==> config.mk <==
export PLATFORM = sky130hd
export DESIGN_NAME = eval_sequencer
export DESIGN_NICKNAME = d
export VERILOG_FILES = /design/src/rtl/eval_sequencer.sv
export SDC_FILE = /design/constraint.sdc
export NUM_CORES = 2
export LEC_CHECK = 0
export ABC_AREA = 1
export CORE_MARGIN = 2
export CORE_UTILIZATION = 30
export DETAILED_ROUTE_END_ITERATION = 8
export SLEW_MARGIN = 30
export SYNTH_ARGS = -nofsm -noshare
export SYNTH_HDL_FRONTEND = slang
export SYNTH_SLANG_ARGS = --single-unit
export TNS_END_PERCENT = 5
==> constraint.sdc <==
create_clock -name clk -period 7.58 [get_ports clk]
set_input_delay 0.758 -clock clk [delete_from_list [all_inputs] [get_ports clk]]
set_output_delay 0.758 -clock clk [all_outputs]
set_load 0.005 [all_outputs]
==> src/rtl/eval_sequencer.sv <==
// ---------------------------------------------------------------------------
// eval_sequencer
//
// Issuing side of the evaluator handshake. Takes one position at a time
// from the search pipeline, starts the evaluator, waits for its result,
// blends the middlegame/endgame scores by game phase, flips the sign for
// black to move, and hands the score back over a valid/ready channel.
//
// Ports:
//   clk, reset                 clock, synchronous active-high reset
//   in_valid/in_ready          position offer / accept (accept in IDLE only)
//   in_board, in_white_to_move,
//   in_phase                   position payload; phase is 0..256, clamped
//   board_valid                one-cycle evaluator start pulse
//   board, white_to_move       registered position driven to the evaluator
//   clear_eval                 one-cycle pulse releasing evaluator eval_valid
//   eval_mg, eval_eg,
//   eval_valid,
//   insufficient_material      evaluator result (level until clear_eval)
//   out_valid/out_ready        result handshake
//   out_score                  tapered, side-to-move relative score
//   out_insufficient           copy of the evaluator draw flag
//   timeout_err                sticky evaluator timeout flag
//
// Optional feature (macro EVAL_SEQ_STATS_EN):
//   stat_evals                 saturating count of completed result handshakes
//   stat_max_wait              saturating maximum WAIT length in cycles
// ---------------------------------------------------------------------------

`ifndef BOARD_WIDTH
`define BOARD_WIDTH 256
`endif

module eval_sequencer #(
   parameter int EVAL_WIDTH     = 32,
   parameter int PHASE_WIDTH    = 9,
   parameter int TIMEOUT_CYCLES = 64
) (
   input  logic                          clk,
   input  logic                          reset,
   input  logic                          in_valid,
   output logic                          in_ready,
   input  logic [`BOARD_WIDTH-1:0]       in_board,
   input  logic                          in_white_to_move,
   input  logic [PHASE_WIDTH-1:0]        in_phase,
   output logic                          board_valid,
   output logic [`BOARD_WIDTH-1:0]       board,
   output logic                          white_to_move,
   output logic                          clear_eval,
   input  logic signed [EVAL_WIDTH-1:0]  eval_mg,
   input  logic signed [EVAL_WIDTH-1:0]  eval_eg,
   input  logic                          eval_valid,
   input  logic                          insufficient_material,
   output logic                          out_valid,
   input  logic                          out_ready,
   output logic signed [EVAL_WIDTH-1:0]  out_score,
   output logic                          out_insufficient,
   output logic                          timeout_err
`ifdef EVAL_SEQ_STATS_EN
   ,
   output logic [31:0]                   stat_evals,
   output logic [15:0]                   stat_max_wait
`endif
);

   localparam int PROD_WIDTH = EVAL_WIDTH + PHASE_WIDTH + 1;
   localparam int CNT_WIDTH  = $clog2(TIMEOUT_CYCLES + 1);
   localparam logic [PHASE_WIDTH-1:0] PHASE_FULL = PHASE_WIDTH'(256);
   localparam logic [CNT_WIDTH-1:0]   WAIT_LAST  = CNT_WIDTH'(TIMEOUT_CYCLES - 1);

   typedef enum logic [2:0] {
      S_IDLE,
      S_ISSUE,
      S_WAIT,
      S_MUL,
      S_SCALE,
      S_OUT,
      S_CLEAR
   } state_t;

   state_t state;
   state_t next_state;

   logic [PHASE_WIDTH-1:0]        phase_q;
   logic [CNT_WIDTH-1:0]          wait_cnt;
   logic signed [EVAL_WIDTH-1:0]  cap_mg;
   logic signed [EVAL_WIDTH-1:0]  cap_eg;
   logic                          cap_ins;
   logic signed [PROD_WIDTH-1:0]  prod_a;
   logic signed [PROD_WIDTH-1:0]  prod_b;

   logic                          wait_expired;
   logic signed [PROD_WIDTH-1:0]  mg_ext;
   logic signed [PROD_WIDTH-1:0]  eg_ext;
   logic signed [PROD_WIDTH-1:0]  phase_ext;
   logic signed [PROD_WIDTH-1:0]  inv_phase_ext;
   logic signed [PROD_WIDTH:0]    sum_ab;
   logic signed [EVAL_WIDTH-1:0]  tapered;
   logic signed [EVAL_WIDTH-1:0]  score_next;

   assign wait_expired = (wait_cnt == WAIT_LAST);

   // State register. Reset abandons any evaluation in flight; the evaluator
   // shares this reset, so no clear_eval is needed on the way back to IDLE.
   always_ff @(posedge clk) begin
      if (reset) begin
         state <= S_IDLE;
      end else begin
         state <= next_state;
      end
   end

   // Next-state logic. WAIT leaves on a result or after TIMEOUT_CYCLES
   // cycles without one; OUT waits for the consumer to take the score.
   always_comb begin
      next_state = state;
      case (state)
         S_IDLE:  if (in_valid) next_state = S_ISSUE;
         S_ISSUE: next_state = S_WAIT;
         S_WAIT:  if (eval_valid || wait_expired) next_state = S_MUL;
         S_MUL:   next_state = S_SCALE;
         S_SCALE: next_state = S_OUT;
         S_OUT:   if (out_ready) next_state = S_CLEAR;
         S_CLEAR: next_state = S_IDLE;
         default: next_state = S_IDLE;
      endcase
   end

   // Handshake outputs are pure state decodes. in_ready is also held low
   // while reset is asserted so nothing is offered-and-lost in that cycle.
   always_comb begin
      in_ready    = (state == S_IDLE) && !reset;
      board_valid = (state == S_ISSUE);
      clear_eval  = (state == S_CLEAR);
      out_valid   = (state == S_OUT);
   end

   // Taper arithmetic. Phase is unsigned, so it is zero-extended before the
   // signed multiply; the score operands are sign-extended.
   always_comb begin
      mg_ext        = PROD_WIDTH'(cap_mg);
      eg_ext        = PROD_WIDTH'(cap_eg);
      phase_ext     = $signed(PROD_WIDTH'(phase_q));
      inv_phase_ext = $signed(PROD_WIDTH'(PHASE_FULL - phase_q));
      sum_ab        = (PROD_WIDTH + 1)'(prod_a) + (PROD_WIDTH + 1)'(prod_b);
      tapered       = EVAL_WIDTH'(sum_ab >>> 8);
      score_next    = white_to_move ? tapered : -tapered;
      if (cap_ins) begin
         score_next = '0;
      end
   end

   // Datapath registers: position latch, WAIT counter, result capture,
   // the two partial products and the final score.
   always_ff @(posedge clk) begin
      if (reset) begin
         board            <= '0;
         white_to_move    <= 1'b0;
         phase_q          <= '0;
         wait_cnt         <= '0;
         cap_mg           <= '0;
         cap_eg           <= '0;
         cap_ins          <= 1'b0;
         prod_a           <= '0;
         prod_b           <= '0;
         out_score        <= '0;
         out_insufficient <= 1'b0;
         timeout_err      <= 1'b0;
      end else begin
         case (state)
            S_IDLE: begin
               wait_cnt <= '0;
               if (in_valid) begin
                  board         <= in_board;
                  white_to_move <= in_white_to_move;
                  phase_q       <= (in_phase > PHASE_FULL) ? PHASE_FULL : in_phase;
               end
            end
            S_WAIT: begin
               if (eval_valid) begin
                  cap_mg  <= eval_mg;
                  cap_eg  <= eval_eg;
                  cap_ins <= insufficient_material;
               end else if (wait_expired) begin
                  timeout_err <= 1'b1;
                  cap_mg      <= '0;
                  cap_eg      <= '0;
                  cap_ins     <= 1'b0;
               end else begin
                  wait_cnt <= wait_cnt + 1'b1;
               end
            end
            S_MUL: begin
               prod_a <= mg_ext * phase_ext;
               prod_b <= eg_ext * inv_phase_ext;
            end
            S_SCALE: begin
               out_score        <= score_next;
               out_insufficient <= cap_ins;
            end
            default: begin
            end
         endcase
      end
   end

`ifdef EVAL_SEQ_STATS_EN
   logic [31:0] wait_len;
   logic [15:0] wait_len_sat;

   // Length of the WAIT phase that is ending now, saturated to 16 bits.
   always_comb begin
      wait_len     = 32'(wait_cnt) + 32'd1;
      wait_len_sat = (wait_len > 32'h0000_FFFF) ? 16'hFFFF : wait_len[15:0];
   end

   // Saturating statistics, sampled on the result handshake and on exit
   // from WAIT respectively.
   always_ff @(posedge clk) begin
      if (reset) begin
         stat_evals    <= '0;
         stat_max_wait <= '0;
      end else begin
         if ((state == S_OUT) && out_ready && (stat_evals != '1)) begin
            stat_evals <= stat_evals + 32'd1;
         end
         if ((state == S_WAIT) && (next_state == S_MUL) && (wait_len_sat > stat_max_wait)) begin
            stat_max_wait <= wait_len_sat;
         end
      end
   end
`endif

endmodule

* Yosys cells after proc, flatten, opt, wreduce, memory -nomap -nowiden
Index checks and enable logic that the tools add are counted. Widths: inputs -> output; s select.
Word-level totals: logic and storage cells 59, flip-flop bits (word level) 455, output and inout bits 295, bits of input ports 336
Operators by class: add/sub/neg operators 4, order comparisons 1, multipliers 2, equal/unequal tests 12, reduce and logical (&&, ||, !) cells 11, muxes and demuxes 15, bitwise logic cells 1
Operators with widths (count):
- $mux 32 | 5
- $mul 32x10->40 | 2
- $add 40x40->40 | 1
- $neg 32->32 | 1
- $pmux 3 s6 | 1
- $mux 7 | 2
- $pmux 7 s2 | 1
- $sub 9x9->10 const A | 1
- $eq 3x3->1 const B | 3
- $gt 9x9->1 const B | 1
- $mux 3 | 3
- $mux 9 | 1
- $reduce_and 3->1 | 3
- $ne 2x2->1 const B | 4
- $add 7x1->7 const B | 1
- $eq 7x6->1 const B | 1
- $eq 3x2->1 const B | 2
- $reduce_and 2->1 | 2
- $reduce_bool 2->1 | 2
- $eq 3x1->1 const B | 1
- $logic_not 3->1 | 1
- $mux 1 | 2
- $ne 2x1->1 const B | 1
- $logic_and 1x1->1 | 1
- 3 further kinds | 3

* Logic depth before layout (Yosys ltp)
word-level depth 4, mapped depth 34

* Least setup slack after synthesis
OpenSTA, ideal clock, no wires.
kind reg2reg, start register phase_q[0], end register prod_b[31], arrival 6192 ps, required time 7467 ps, cell stages (with the launch flop) 34, slack 1275 ps, cells stage by stage dfxtp_1 > clkbuf_1 > inv_1 > ha_1 > nand2_1 > nor2_1 > nand2_1 > o21ai_0 > nand2_1 > inv_1 > clkbuf_1 > nand2_1 > fa_1 > inv_1 > fa_1 > fa_1 > fa_1 > inv_1 > fa_1 > inv_1 > ha_1 > nand2_1 > nor2_1 > nand4_1 > nor4b_1 > a21oi_1 > o21ai_1 > nand2_1 > nand2_1 > nand2_1 > nand2_1 > xor2_1 > o21ai_1 > inv_1
On the way: word-level cells in the longest chain between the ends 2
RTL lines:
- start: declaration | RTL line 84 | logic [PHASE_WIDTH-1:0] phase_q;
- start signal: assignment | RTL line 176 | phase_q <= (in_phase > PHASE_FULL) ? PHASE_FULL : in_phase;
- $sub 9x9->10 | RTL line 144 | inv_phase_ext = $signed(PROD_WIDTH'(PHASE_FULL - phase_q));
- $mul 32x10->40 | RTL line 195 | prod_b <= eg_ext * inv_phase_ext;
- end signal: assignment | RTL line 195
- end: declaration | RTL line 90 | logic signed [PROD_WIDTH-1:0] prod_b;
No other way between the ends. A chain may end at the register's enable or synchronous reset.

* Final worst setup path
start register phase_q[1], end register prod_b[39]
Same word-level chain as after synthesis.

==> flow_metrics.py <==
metrics = {
    "status": {
        "outcome": "completed",
    },
    "placement": {
        "port-buffer-count": 630,
        "dp_slack_ns": 0.829,
        "gp_congestion": 0.993,
        "dp_hpwl_um": 132000,
    },
    "yosys": {
        "synth_edf_count": 0,
        "synth_top_area_frac": 0.237,
        "synth_top_family_by_area": "adder cells",
        "muxShareOfSynthArea": 0,
        "synth_cell_types": 55,
        "yosysWarnings": 0,
        "ys_async_sr_fraction": 0,
        "synth-seq-area-share": 0.222,
        "synthCells": 5749,
        "ys_seq_elements": 455,
        "synthSimpleGateAreaFrac": 0.229,
        "syn-num-nets": 6784,
        "synthFlopType": "dfxtp_1",
        "syn_avg_cell_area_um2": 7.14,
        "synth_area_leaders": "fa_1 (24%), dfxtp_1 (22%), nand2_1 (15%), inv_1 (11%), ha_1 (6.5%)",
        "synthAdderAreaFrac": 0.302,
        "netlist_area_um2": 41000,
        "synth_largest_area_cell": "fa_1",
        "synth_xor_area_frac": 0.0181,
        "synth_compound_area_frac": 0.0973,
    },
    "timing": {
        "relSlewSlack": 0.293,
        "worst_hold_slack_ns": 0.462,
        "finClkSkew_ns": 0.0316,
        "fin_crit_ns": 6.85,
        "clock.fmax_ghz": 0.146,
        "setup_slack_ns": 0.725,
        "slew_violations": 0,
        "hold_violations": 0,
        "rsz0062_at_grt": "false",
        "worstMarginPinSlew_ns": 1.06,
        "min_period_over_period": 0.904,
        "setup_violations": 0,
        "fin_setup_tns_ns": 0,
    },
    "die": {
        "core-area_um2": 136000,
        "io_pins": 631,
        "die_y_um": 374,
        "start_util": 0.303,
        "die_area_um2": 140000,
        "num_rows": 135,
        "die_x_um": 374,
    },
    "power": {
        "pwr_density_cell_nw_per_um2": 238,
        "vdd_drop_max_mv": 0.204,
        "p_sw_mw": 5.55,
        "swShare": 0.458,
        "seqPwrFrac": 0.262,
        "p_int_mw": 6.58,
        "combinationalPowerShare": 0.500,
        "p_clk_frac": 0.238,
        "leakage_nw": 25.0,
    },
    "drt": {
        "postRouteWirelength_um": 164000,
        "vias": 38100,
        "first_pass_iters": 6,
        "drc": 0,
        "ant_nets": 0,
        "wl_per_cell_um": 20.3,
        "viasPerCell": 4.73,
        "drt_iter0_markers": 3146,
    },
    "finish": {
        "area_growth_pct": 24.1,
        "nFillCells": 14300,
        "nNetsFinal": 7250,
        "final_common_cell": "nand2_1",
        "fin_util": 0.376,
        "drive_above_1_share": 0.0348,
        "most-common-layout-cells": "nand2_1 (1599), inv_1 (1150), clkdlybuf4s50_1 (629)",
    },
    "clock_tree": {
        "ctsLongestPathBuffers": 3,
        "cts.sinks": 455,
        "cts_tree": "done",
        "hold_buffers": 0,
        "post-cts-setup-buffers": 0,
        "cts-root-buf": "clkbuf_16",
        "cts_resized": 0,
        "clk_latency_ns": 0.69,
        "clk_pin_slew_ns": 0.06,
        "cts_buffers": 56,
        "htreeDepth": 2,
    },
    "setup_path": {
        "cp-endpoint": "prod_b[39]",
        "criticalPathCategory": "flop to flop",
        "critPathLaunch": "phase_q[1]",
        "rr_worst_depth": 24,
        "timing.rr.end": "prod_b[39]",
        "critPathMaxFanout": 12,
        "arrival_ns": 7.42,
        "worst_ep_required_time_ns": 8.15,
        "reg2reg_slack_ns": 0.73,
        "worstSetupStartpointType": "flop",
        "end_kind": "flop",
        "rr_startpoint": "phase_q[1]",
    },
    "global_route": {
        "grt_first_pass_wirelength_um": 245000,
        "grt_pass1_vias": 37400,
        "grt_remaining_overflow": 0,
        "grt_max_degree": 175,
        "antenna_found_initial": 19,
        "track_usage": 0.231,
    },
    "run": {
        "max_cap_violations": 0,
    },
    "min_path": {
        "hold_path.class": "flop to flop",
    },
}
-- Yosys cell counts, types with 4 or more instances --
cell and n:
inv_2 5, a21o_1 17, nand2_2 22, o221ai_1 13
fa_1 485, xor2_1 54, xnor2_1 29, a31oi_1 17
clkbuf_1 220, nor4_1 6, nand3_1 184, nor2_2 16
nand3_2 7, dfxtp_1 455, a211oi_1 12, o21ai_1 13
or2_2 6, ha_1 214, o31ai_1 4, nand4_1 35
nand2_1 1601, nor3_1 17, o211ai_1 20, a21oi_2 4
nor2_1 428, inv_1 1152, o21ai_0 127, a21oi_1 481
o21a_1 6, nand3b_1 10, buf_2 4, buf_4 8
buf_1 40, o21bai_1 5
-- how the worst min path moves through the flow --
| stage | from | endpoint | slack [ns] | cells past startpoint |
|---|---|---|---|---|
| 4_1_cts | wait_cnt[5] | wait_cnt[5] | 0.46 | 1 |
| 3_5_place_dp | wait_cnt[5] | wait_cnt[5] | 0.45 | 1 |
| 3_3_place_gp | wait_cnt[5] | wait_cnt[5] | 0.43 | 1 |
| 2_1_floorplan | wait_cnt[5] | wait_cnt[5] | 0.41 | 1 |
| 6_report | board[177] | board[177] | 0.46 | 2 |
| 5_1_grt | board[123] | board[123] | 0.48 | 2 |
-- registers in the layout (all words and copies together), names as in the netlist --
| name | cells |
|---|---|
| out_insufficient | 1 |
| phase_q | 9 |
| state | 3 |
| prod_a | 40 |
| white_to_move | 1 |
| out_score | 32 |
| timeout_err | 1 |
| board | 256 |
| cap_eg | 32 |
| prod_b | 40 |
| wait_cnt | 7 |
| cap_ins | 1 |
| cap_mg | 32 |
-- per-layer routing --
layer  vias up  part of all wire  global-route usage
li1      18300                 -                   -
met1     18300              0.48               0.340
met2      1231              0.43               0.354
met3       160             0.071              0.0378
met4        20             0.021              0.0482
met5         -           0.00072                   0
-- cell type report --
class                           instances  area (µm²)  area share
Timing Repair Buffer                  680        6740       0.132
Tap cell                             1781        2230      0.0437
Antenna cell                            7        17.5    0.000344
Multi-Input combinational cell       3862       26500       0.521
Clock inverter                         24         360     0.00707
Sequential cell                       455        9110       0.179
Clock buffer                           78        1570      0.0309
Inverter                             1160        4360      0.0856
-- power by group through the flow --
stage                     clock network [mW]  logic, mW  registers [mW]
after floorplan                            0       3.57            3.03
after global placement                     0       5.95            3.21
after detailed placement                   0       6.01            3.22
after CTS                               2.96       6.03            3.17
after global routing                    3.05       6.67            3.22
final                                   2.89       6.07            3.18
-- cell families after synthesis --
logic type,count (synthesis)
XOR/XNOR,84
AO/OA/AOI/OAI,737
adder cells (fa/ha/maj),699
AND/OR/NAND/NOR,2342
flip-flops,455
buffers and inverters,1432
-- worst max-delay path, stage by stage (launching register included) --
cell and delay [ns]:
dfxtp_1 0.38, inv_1 0.08, ha_1 0.83, buf_4 0.34
nand2_1 0.10, fa_1 0.55, fa_1 0.52, inv_1 0.05
fa_1 0.54, inv_1 0.06, fa_1 0.45, fa_1 0.51
inv_1 0.05, ha_1 0.38, nand2_1 0.13, nor2_1 0.16
nand4_1 0.22, nor4_1 0.53, nand3_1 0.26, nand3_1 0.17
a31oi_1 0.10, a21oi_1 0.14, o21ai_0 0.11, nand2_1 0.08
inv_1 0.03
-- per-stage QoR --
stage,power (mW),instances,cell area (µm²)
after floorplan,6.59,5749,41000
after global placement,9.16,7937,49000
after detailed placement,9.22,7938,49000
after CTS,12.2,8040,50900
after global routing,12.9,8042,50900
final,12.1,8047,50900
Note: power is estimated with default switching activity, not from simulation.
